### config.mk
export PLATFORM = sky130hd
export DESIGN_NAME = log_trace_arbiter
export DESIGN_NICKNAME = d
export VERILOG_FILES = /design/src/rtl/log_trace_arbiter.sv
export SDC_FILE = /design/constraint.sdc
export NUM_CORES = 1
export LEC_CHECK = 0
export BUFFER_PORTS_ARGS = -buffer_cell sky130_fd_sc_hd__buf_2
export CAP_MARGIN = 20
export CORE_MARGIN = 2
export CORE_UTILIZATION = 45
export CTS_CLUSTER_DIAMETER = 50
export DETAILED_ROUTE_END_ITERATION = 16
export PLACE_DENSITY_LB_ADDON = 0.15
export SLEW_MARGIN = 20
export SYNTH_ARGS = -nofsm -noshare
export SYNTH_HDL_FRONTEND = slang
export SYNTH_SLANG_ARGS = --single-unit
### constraint.sdc
create_clock -name clk -period 30.2 [get_ports clk]
set_input_delay 4.53 -clock clk [delete_from_list [all_inputs] [get_ports clk]]
set_output_delay 4.53 -clock clk [all_outputs]
set_load 0.02 [all_outputs]
### src/rtl/log_trace_arbiter.sv
// log_trace_arbiter: filters per-source log requests, round-robin grants one per cycle into a cycle-stamped record FIFO
module log_trace_arbiter #(
  parameter int SRC_NUM    = 4,
  parameter int DATA_WIDTH = 64,
  parameter int FIFO_DEPTH = 8
) (
  input  logic                                         clk,
  input  logic                                         rst,
  input  logic                                         cfg_en,
  input  logic [1:0]                                   cfg_level,
  input  logic                                         cfg_addr_en,
  input  logic [31:0]                                  cfg_addr,
  input  logic [SRC_NUM-1:0]                           src_valid,
  output logic [SRC_NUM-1:0]                           src_ready,
  input  logic [2*SRC_NUM-1:0]                         src_level,
  input  logic [32*SRC_NUM-1:0]                        src_addr,
  input  logic [DATA_WIDTH*SRC_NUM-1:0]                src_data,
  output logic                                         out_valid,
  input  logic                                         out_ready,
  output logic [(SRC_NUM > 1 ? $clog2(SRC_NUM) : 1)-1:0] out_src,
  output logic [1:0]                                   out_level,
  output logic [63:0]                                  out_cycle,
  output logic [DATA_WIDTH-1:0]                        out_data,
  output logic [63:0]                                  cycle_cnt,
  output logic [31:0]                                  filt_cnt
);
  localparam int SW = SRC_NUM > 1 ? $clog2(SRC_NUM) : 1;
  localparam int AW = $clog2(FIFO_DEPTH);

  logic [SRC_NUM-1:0] passMask, dropMask, reqMask, grantMask;
  logic [SW-1:0] rrPtr, grantIdx;
  logic found, full, push, pop;
  logic [AW:0] count;
  logic [AW-1:0] wrPtr, rdPtr;
  logic [31:0] dropCnt;
  logic [32:0] filtSum;
  logic [SW-1:0] srcMem [FIFO_DEPTH];
  logic [1:0] lvlMem [FIFO_DEPTH];
  logic [63:0] cycMem [FIFO_DEPTH];
  logic [DATA_WIDTH-1:0] dataMem [FIFO_DEPTH];

  function automatic logic [SW-1:0] wrapIdx(input int v);
    return SW'(v >= SRC_NUM ? v - SRC_NUM : v);
  endfunction

  // filter every source against the live configuration
  always_comb begin
    passMask = '0;
    for (int i = 0; i < SRC_NUM; i++)
      passMask[i] = cfg_en && src_level[2*i +: 2] >= cfg_level && (!cfg_addr_en || src_addr[32*i +: 32] == cfg_addr);
  end

  assign dropMask  = rst ? '0 : src_valid & ~passMask;
  assign reqMask   = rst ? '0 : src_valid & passMask;
  assign full      = count == (AW+1)'(FIFO_DEPTH);
  assign push      = found && !full;
  assign grantMask = push ? SRC_NUM'(1) << grantIdx : '0;
  assign src_ready = dropMask | grantMask;
  assign out_valid = count != '0;
  assign pop       = out_valid && out_ready;
  assign out_src   = srcMem[rdPtr];
  assign out_level = lvlMem[rdPtr];
  assign out_cycle = cycMem[rdPtr];
  assign out_data  = dataMem[rdPtr];

  // first passing requester at or after rrPtr, wrapping
  always_comb begin
    found = 1'b0;
    grantIdx = '0;
    for (int k = 0; k < SRC_NUM; k++)
      if (!found && reqMask[wrapIdx(int'(rrPtr) + k)]) begin
        found = 1'b1;
        grantIdx = wrapIdx(int'(rrPtr) + k);
      end
  end

  // number of discarded requests this cycle, merged into the saturating total
  always_comb begin
    dropCnt = '0;
    for (int i = 0; i < SRC_NUM; i++) dropCnt = dropCnt + 32'(dropMask[i]);
    filtSum = {1'b0, filt_cnt} + {1'b0, dropCnt};
  end

  // counters, arbitration pointer and FIFO occupancy
  always_ff @(posedge clk) begin
    if (rst) begin
      cycle_cnt <= '0;
      filt_cnt <= '0;
      rrPtr <= '0;
      count <= '0;
      wrPtr <= '0;
      rdPtr <= '0;
    end else begin
      cycle_cnt <= cycle_cnt + 64'd1;
      filt_cnt <= filtSum[32] ? '1 : filtSum[31:0];
      if (push) begin
        rrPtr <= wrapIdx(int'(grantIdx) + 1);
        wrPtr <= wrPtr + AW'(1);
      end
      if (pop) rdPtr <= rdPtr + AW'(1);
      count <= count + (AW+1)'(push) - (AW+1)'(pop);
    end
  end

  // capture the granted record with the stamp of its grant cycle
  always_ff @(posedge clk) begin
    if (push) begin
      srcMem[wrPtr] <= grantIdx;
      lvlMem[wrPtr] <= src_level[2*grantIdx +: 2];
      cycMem[wrPtr] <= cycle_cnt;
      dataMem[wrPtr] <= src_data[DATA_WIDTH*grantIdx +: DATA_WIDTH];
    end
  end
endmodule

# Word-level counts from Yosys, hierarchy flattened
# Memories as Yosys holds them, arrays and structs flattened. A register that Yosys moved wholly into a read port is not among the register bits.
# Cells that the tools add are included.
dict set report totals {
  register_bits 108
  latch_bits 0
  ramBits 1056
  romBits 0
  word_cells 111
  memories 4
}
dict set report op_classes {
  n_addsub 18
  mul 0
  div_mod_pow 0
  n_lt_le_gt_ge 13
  eq_ne 5
  shifts 3
  muxes 35
  n_bitwise 4
  n_reduce_logical 23
}
# memory depth width read_ports rd_clocked_by_memory_dff wr line_no
set mem_list {}
lappend mem_list {cycMem 8 64 1 1 1 39} ;# logic [63:0] cycMem [FIFO_DEPTH];
lappend mem_list {dataMem 8 64 1 1 1 40} ;# logic [DATA_WIDTH-1:0] dataMem [FIFO_DEPTH];
lappend mem_list {lvlMem 8 2 1 1 1 38} ;# logic [1:0] lvlMem [FIFO_DEPTH];
lappend mem_list {srcMem 8 2 1 1 1 37} ;# logic [SW-1:0] srcMem [FIFO_DEPTH];
# operator n
set ops {}
lappend ops {{$shiftx A256 B9 Y64} 1}
lappend ops {{$eq A32 B32 Y1} 4}
lappend ops {{$add A64 B1 Y64 const B} 1}
lappend ops {{$add A32 B4 Y33} 1}
lappend ops {{$mux W32} 1}
lappend ops {{$mux W3} 8}
lappend ops {{$mux W2} 9}
lappend ops {{$logic_and A1 B1 Y1} 13}
lappend ops {{$ge A3 B3 Y1 const B} 4}
lappend ops {{$lt A2 B3 Y1 const B} 4}
lappend ops {{$mux W4} 3}
lappend ops {{$mux W1} 10}
lappend ops {{$sub A2 B1 Y2 const B} 5}
lappend ops {{$and A4 B4 Y4} 2}
lappend ops {{$bmux W1 S2} 4}
lappend ops {{$ge A2 B2 Y1} 4}
lappend ops {{$shiftx A8 B4 Y2} 1}
lappend ops {{$add A2 B1 Y3 const B} 2}
lappend ops {{$add A2 B2 Y3 const B} 2}
lappend ops {{$add A3 B1 Y3 const B} 2}
lappend ops {{$logic_not A1 Y1} 5}
lappend ops {{$add A3 B1 Y4} 1}
lappend ops {{$add A4 B1 Y4} 1}
lappend ops {{$eq A4 B4 Y1 const B} 1}
lappend ops {{9 further kinds} 12}

# Logic depth before layout (Yosys ltp)
dict set report depth {
  word_depth 20
  depth_mapped 19
  depth_no_buf 19
}

# Worst setup path after synthesis
# No wires, ideal clock.
dict set report synth_timing {
  path_kind {input -> register}
  startpoint {input port cfg_addr[18]}
  endpoint {memory cycMem[2][0] (enable)}
  setup_ns 0.812
  arrival_time_ns 15.556
  required_time_ns 29.388
  setup_slack_ns 13.832
  stages 8
  path_buffers 0
  path_cell_list {xor2_1 -> nor4_1 -> nand4_1 -> o21ai_1 -> a22oi_1 -> a31oi_1 -> nand2_1 -> nor3b_1}
}
dict set report synth_between {
  elab_chain_len 20
}
# item line_no
set synth_rtl {}
lappend synth_rtl {{start, declared} 12} ;# input logic [31:0] cfg_addr,
lappend synth_rtl {{$eq A32 B32 Y1} 50} ;# passMask[i] = cfg_en && src_level[2*i +: 2] >= cfg_level && (!cfg_addr_en || src_addr[32*i +: 32] == cfg_addr) ...
lappend synth_rtl {{$logic_or A1 B1 Y1} 50}
lappend synth_rtl {{$logic_and A1 B1 Y1} 50}
lappend synth_rtl {{$and A4 B4 Y4 *} 54} ;# assign reqMask = rst ? '0 : src_valid & passMask;
lappend synth_rtl {{$mux W4 *} 54}
lappend synth_rtl {{$bmux W1 S2} 71} ;# if (!found && reqMask[wrapIdx(int'(rrPtr) + k)]) begin
lappend synth_rtl {{$mux W1 (implied by the code)} 71}
lappend synth_rtl {{$mux W1} 71}
lappend synth_rtl {{[4 not listed]} -}
lappend synth_rtl {{$logic_and A1 B1 Y1} 71}
lappend synth_rtl {{$mux W1} 71}
lappend synth_rtl {{$logic_not A1 Y1} 71}
lappend synth_rtl {{$logic_and A1 B1 Y1} 71}
lappend synth_rtl {{$mux W1 *} 71}
lappend synth_rtl {{$logic_and A1 B1 Y1 *} 56} ;# assign push = found && !full;
lappend synth_rtl {{$mux W1 *} 107} ;# if (push) begin
lappend synth_rtl {{$mux W1 (implied by the code) *} 110} ;# cycMem[wrPtr] <= cycle_cnt;
lappend synth_rtl {{end, declared} 39}
# Mark *: on every way between the ends. The rest lies on a longest branch, timed or not. The select of a mux whose other input is x is not followed.

# Worst setup path in the final report
dict set report layout_timing {
  startpoint {input port cfg_addr[26]}
  endpoint {output port src_ready[1]}
}
dict set report layout_between {
  elab_chain_len 20
}
# item line_no
set layout_rtl {}
lappend layout_rtl {{$eq A32 B32 Y1} 50}
lappend layout_rtl {{$logic_or A1 B1 Y1} 50}
lappend layout_rtl {{$logic_and A1 B1 Y1} 50}
lappend layout_rtl {{$and A4 B4 Y4 *} 54}
lappend layout_rtl {{$mux W4 *} 54}
lappend layout_rtl {{$bmux W1 S2} 71}
lappend layout_rtl {{$mux W1 (implied by the code)} 71}
lappend layout_rtl {{$mux W1} 71}
lappend layout_rtl {{[5 not listed]} -}
lappend layout_rtl {{$mux W1} 71}
lappend layout_rtl {{$logic_not A1 Y1} 71}
lappend layout_rtl {{$logic_and A1 B1 Y1} 71}
lappend layout_rtl {{$mux W2 *} 71}
lappend layout_rtl {{net grantIdx[0]} 31} ;# logic [SW-1:0] rrPtr, grantIdx;
lappend layout_rtl {{$shl A1 B2 Y4 *} 57} ;# assign grantMask = push ? SRC_NUM'(1) << grantIdx : '0;
lappend layout_rtl {{$mux W4 *} 57}
lappend layout_rtl {{$or A4 B4 Y4 *} 58} ;# assign src_ready = dropMask | grantMask;
lappend layout_rtl {{end, declared} 14} ;# output logic [SRC_NUM-1:0] src_ready,
# Mark *: on every way through the listed nets, which the timed path passes. The rest lies on a longest branch. The select of a mux whose other input is x is not followed.

==> metrics <==
Min-Delay Startpoint=rdPtr[1]; most frequently used cell type in the post-synthesis netlist=sky130_fd_sc_hd__edfxtp_1; WP data required=between 20 and 30 ns; routability congestion estimate from global placement=0.8705; critical path type=input port to output pin; peak supply drop=0.05372 mV; Pre-Repair DR Iteration Count=5; share of final-layout standard cells stronger than drive strength 1=slightly below 40%; unrepaired setup endpoints after global routing=no; Mapped Nets=around 3000; Yosys warnings=0; sequential element share of the synthesized area=70.10%; Slew @ Worst Pin=1.043 ns; routed via count=around 26000; number of pins exceeding their max-slew limit in the final report=0; die footprint=110200 um^2; die width=332.0 um; run status=finished clean; vias in the first global route=27984; number of I/O port buffers=667; crit path capture type=output pin; Remaining DRCs=0; Syn Area/Cell=19.01 um^2; post-synthesis instance area=48410 um^2; hpwl dp=between 70000 and 80000 um; Async SR Flop Fraction=0%; number of clock sinks seen by CTS=1167; cells after synthesis=2547; max incr delay on CP=0.66 ns; hold slack=between 0.4 and 0.5 ns; final cell count without fillers=4787; Worst-path clk slew=0.05 ns; cell row count=120; start point of the critical path=cfg_addr[26]; final critical path time including I/O delays and setup=12.45 ns; Starting DRT DRC Count=1884; maximum clock frequency=between 80 and 90 MHz; later-pin clock latency in the skew report=0.72 ns; post_cts resized=0; maximum net fanout on the critical path=27; Cell variety after synth=60; Post-DRT Antenna Nets=0; number of placed instances with taps included=4544; placeable core area=106900 um^2; leading register cell type out of synthesis=sky130_fd_sc_hd__edfxtp_1; Final Hold Viols=0; wire length of the first global-routing pass=180300 um; Seq cells post-synth=1167; pin count of the biggest net entering global routing=119; CP max-delay cell=sky130_fd_sc_hd__nor4_1; final setup TNS=0 ns; max-capacitance violation count=0; post-CTS setup buffer count=0; startpoint kind of the worst setup timing path=input port; Synth-to-Final Area Change=18.78%; die height=332.0 um; arrival time of data at the critical path endpoint=7.92 ns; cts bufs inserted=130; sw frac=26.10%; top area cells in the synthesized netlist=sky130_fd_sc_hd__edfxtp_1 66%, sky130_fd_sc_hd__mux4_2 12%, sky130_fd_sc_hd__dfxtp_1 4.6%; CTS Hold Bufs=0; reg-to-reg startpoint=rrPtr[1]; final-report setup violation count=0; instance area at placement=53330 um^2; global router's overall resource usage=22.04%; post-route cell area=57500 um^2; TritonCTS clock tree=built; final WL=121400 um; biggest area consumer among synthesized cells=sky130_fd_sc_hd__edfxtp_1; Nets=3735; CP dominant cell by count=sky130_fd_sc_hd__buf_2; Leakage Power=20.03 nW; fraction of power consumed by the clock network=36.5%; clock root buffer=sky130_fd_sc_hd__clkbuf_16; clock buffer depth=3; initial standard-cell utilization of the core=45.28%; share of the synthesized area in the top cell type=roughly 66%; most numerous cell types in the synthesized netlist=1056 x sky130_fd_sc_hd__edfxtp_1, 264 x sky130_fd_sc_hd__mux4_2, 199 x sky130_fd_sc_hd__mux2i_1; worst clock skew on the final layout=0.02400 ns; total congestion overflow=0; wire length per cell=~25 um; top-level I/O count=between 600 and 700; portion of total power attributed to sequential cells=~44%; number of H-tree levels=4; initial antenna violation count=8; Internal Pwr Total=3.059 mW; class of the most critical hold timing path=flop to flop; fin crit share=around two fifths; number of filler cells placed in the layout=8540; tightest slew margin relative to the limit=30.49%; number of enable-type register cells in the synthesized netlist=1056; critical-path cell list=buf_2, xor2_1, nor4_1, nand4_1, o21ai_2, nand2_1, o21ai_1, nand3_4, inv_1, ha_1, a21o_1, buf_2; net switching component of the power=1.080 mW; via-per-instance ratio=5.487; power per standard cell area=72.00 nW/um^2; combinational power share=~20%
==> stage by stage <==
step,worst slack (ns),utilization (%),total power [mW]
after floorplan,13.83,-,2.422
after global placement,17.90,49.88,2.668
after detailed placement,17.86,49.88,2.679
after CTS,17.85,53.74,4.197
after global routing,17.59,53.78,4.311
final,17.75,53.79,4.140
==> layout make-up <==
class,count,area [um^2],area share [%]
tap,1403,1755,3.053
sequential,1167,33940,59.04
clock buffer,166,3512,6.108
timing repair buffer,711,3720,6.470
clock inverter,71,615.6,1.071
inverter,31,116.4,0.2024
antenna,5,12.51,0.02176
multi-input combinational,1233,13820,24.04
==> critical path, delay by kind of cell <==
family | cells | cell delay, ns
AOI/OAI and AO/OA | 3 | 0.68
adders and majority gates | 1 | 0.21
buffers and inverters | 3 | 0.82
xor gates and xnor gates | 1 | 0.18
and+or+nand+nor | 4 | 1.48
==> metal layers <==
metal  up-vias  wire, um  GRT usage, %
met5         -        27             0
met2       687     60600         37.04
met3       149      7316         5.441
met4         4      2014         5.338
met1     13732     51390         28.93
li1      11695         -             -
==> kinds of logic (layout without fill, tap and decap cells) <==
kind of cell / count (synthesis) / in the layout / share of synthesized area (%)
buf+inv: 147 / 979 / 1.499
compound gates: 79 / 79 / 0.9641
xor+xnor: 211 / 211 / 3.818
simple gates: 322 / 322 / 3.417
mux: 595 / 595 / 19.47
flops: 1167 / 1167 / 70.10
fa+ha+maj: 26 / 26 / 0.7341
other cells: 0 / 5 / 0
==> sequential cells by signal (all words and copies together) (netlist names), named ones only <==
register   cells
cycMem       512
dataMem      512
cycle_cnt     64
filt_cnt      32
lvlMem        16
srcMem        16
count          4
rdPtr          3
wrPtr          3
rrPtr          2
==> worst paths after layout <==
kind | end | depth (start not counted) | slack (ns)
worst min-delay path | flop | 2 | 0.47
worst max register to register | dataMem[3][2] | 10 | 25.66
worst min register to register | flop | 2 | 0.47
worst max-delay path | src_ready[1] | 12 | 17.75
==> layout by cell type (no fill, tap or decap), types with 7 or more instances in the layout <==
cell type,netlist,layout
sky130_fd_sc_hd__edfxtp_1,1056,1056
sky130_fd_sc_hd__buf_2,9,666
sky130_fd_sc_hd__mux4_2,264,264
sky130_fd_sc_hd__mux2i_1,199,199
sky130_fd_sc_hd__xor2_1,141,141
sky130_fd_sc_hd__clkbuf_16,0,133
sky130_fd_sc_hd__mux2_2,132,132
sky130_fd_sc_hd__dfxtp_1,111,108
sky130_fd_sc_hd__nor2_1,88,86
sky130_fd_sc_hd__xnor2_1,70,70
sky130_fd_sc_hd__nand2_1,61,61
sky130_fd_sc_hd__a21oi_1,44,44
sky130_fd_sc_hd__buf_4,4,41
sky130_fd_sc_hd__nand3_1,39,38
sky130_fd_sc_hd__nor4_1,33,33
sky130_fd_sc_hd__inv_1,31,31
sky130_fd_sc_hd__clkbuf_1,56,27
sky130_fd_sc_hd__nand4_1,26,26
sky130_fd_sc_hd__ha_1,22,22
sky130_fd_sc_hd__clkinv_1,0,22
sky130_fd_sc_hd__clkinv_2,0,21
sky130_fd_sc_hd__and3_1,18,18
sky130_fd_sc_hd__nor3_1,12,9
sky130_fd_sc_hd__o21ai_0,9,9
sky130_fd_sc_hd__or3_1,9,9
sky130_fd_sc_hd__inv_6,0,9
sky130_fd_sc_hd__and2_1,7,7
sky130_fd_sc_hd__bufinv_16,0,7
==> power by group through the flow <==
stage	Combinational (mW)	Sequential [mW]	Clock [mW]
after floorplan	0.588	1.83	0
after global placement	0.822	1.85	0
after detailed placement	0.831	1.85	0
after CTS	0.834	1.81	1.55
after global routing	0.880	1.82	1.61
final	0.816	1.81	1.51
Power figures use the tool's default switching activity.
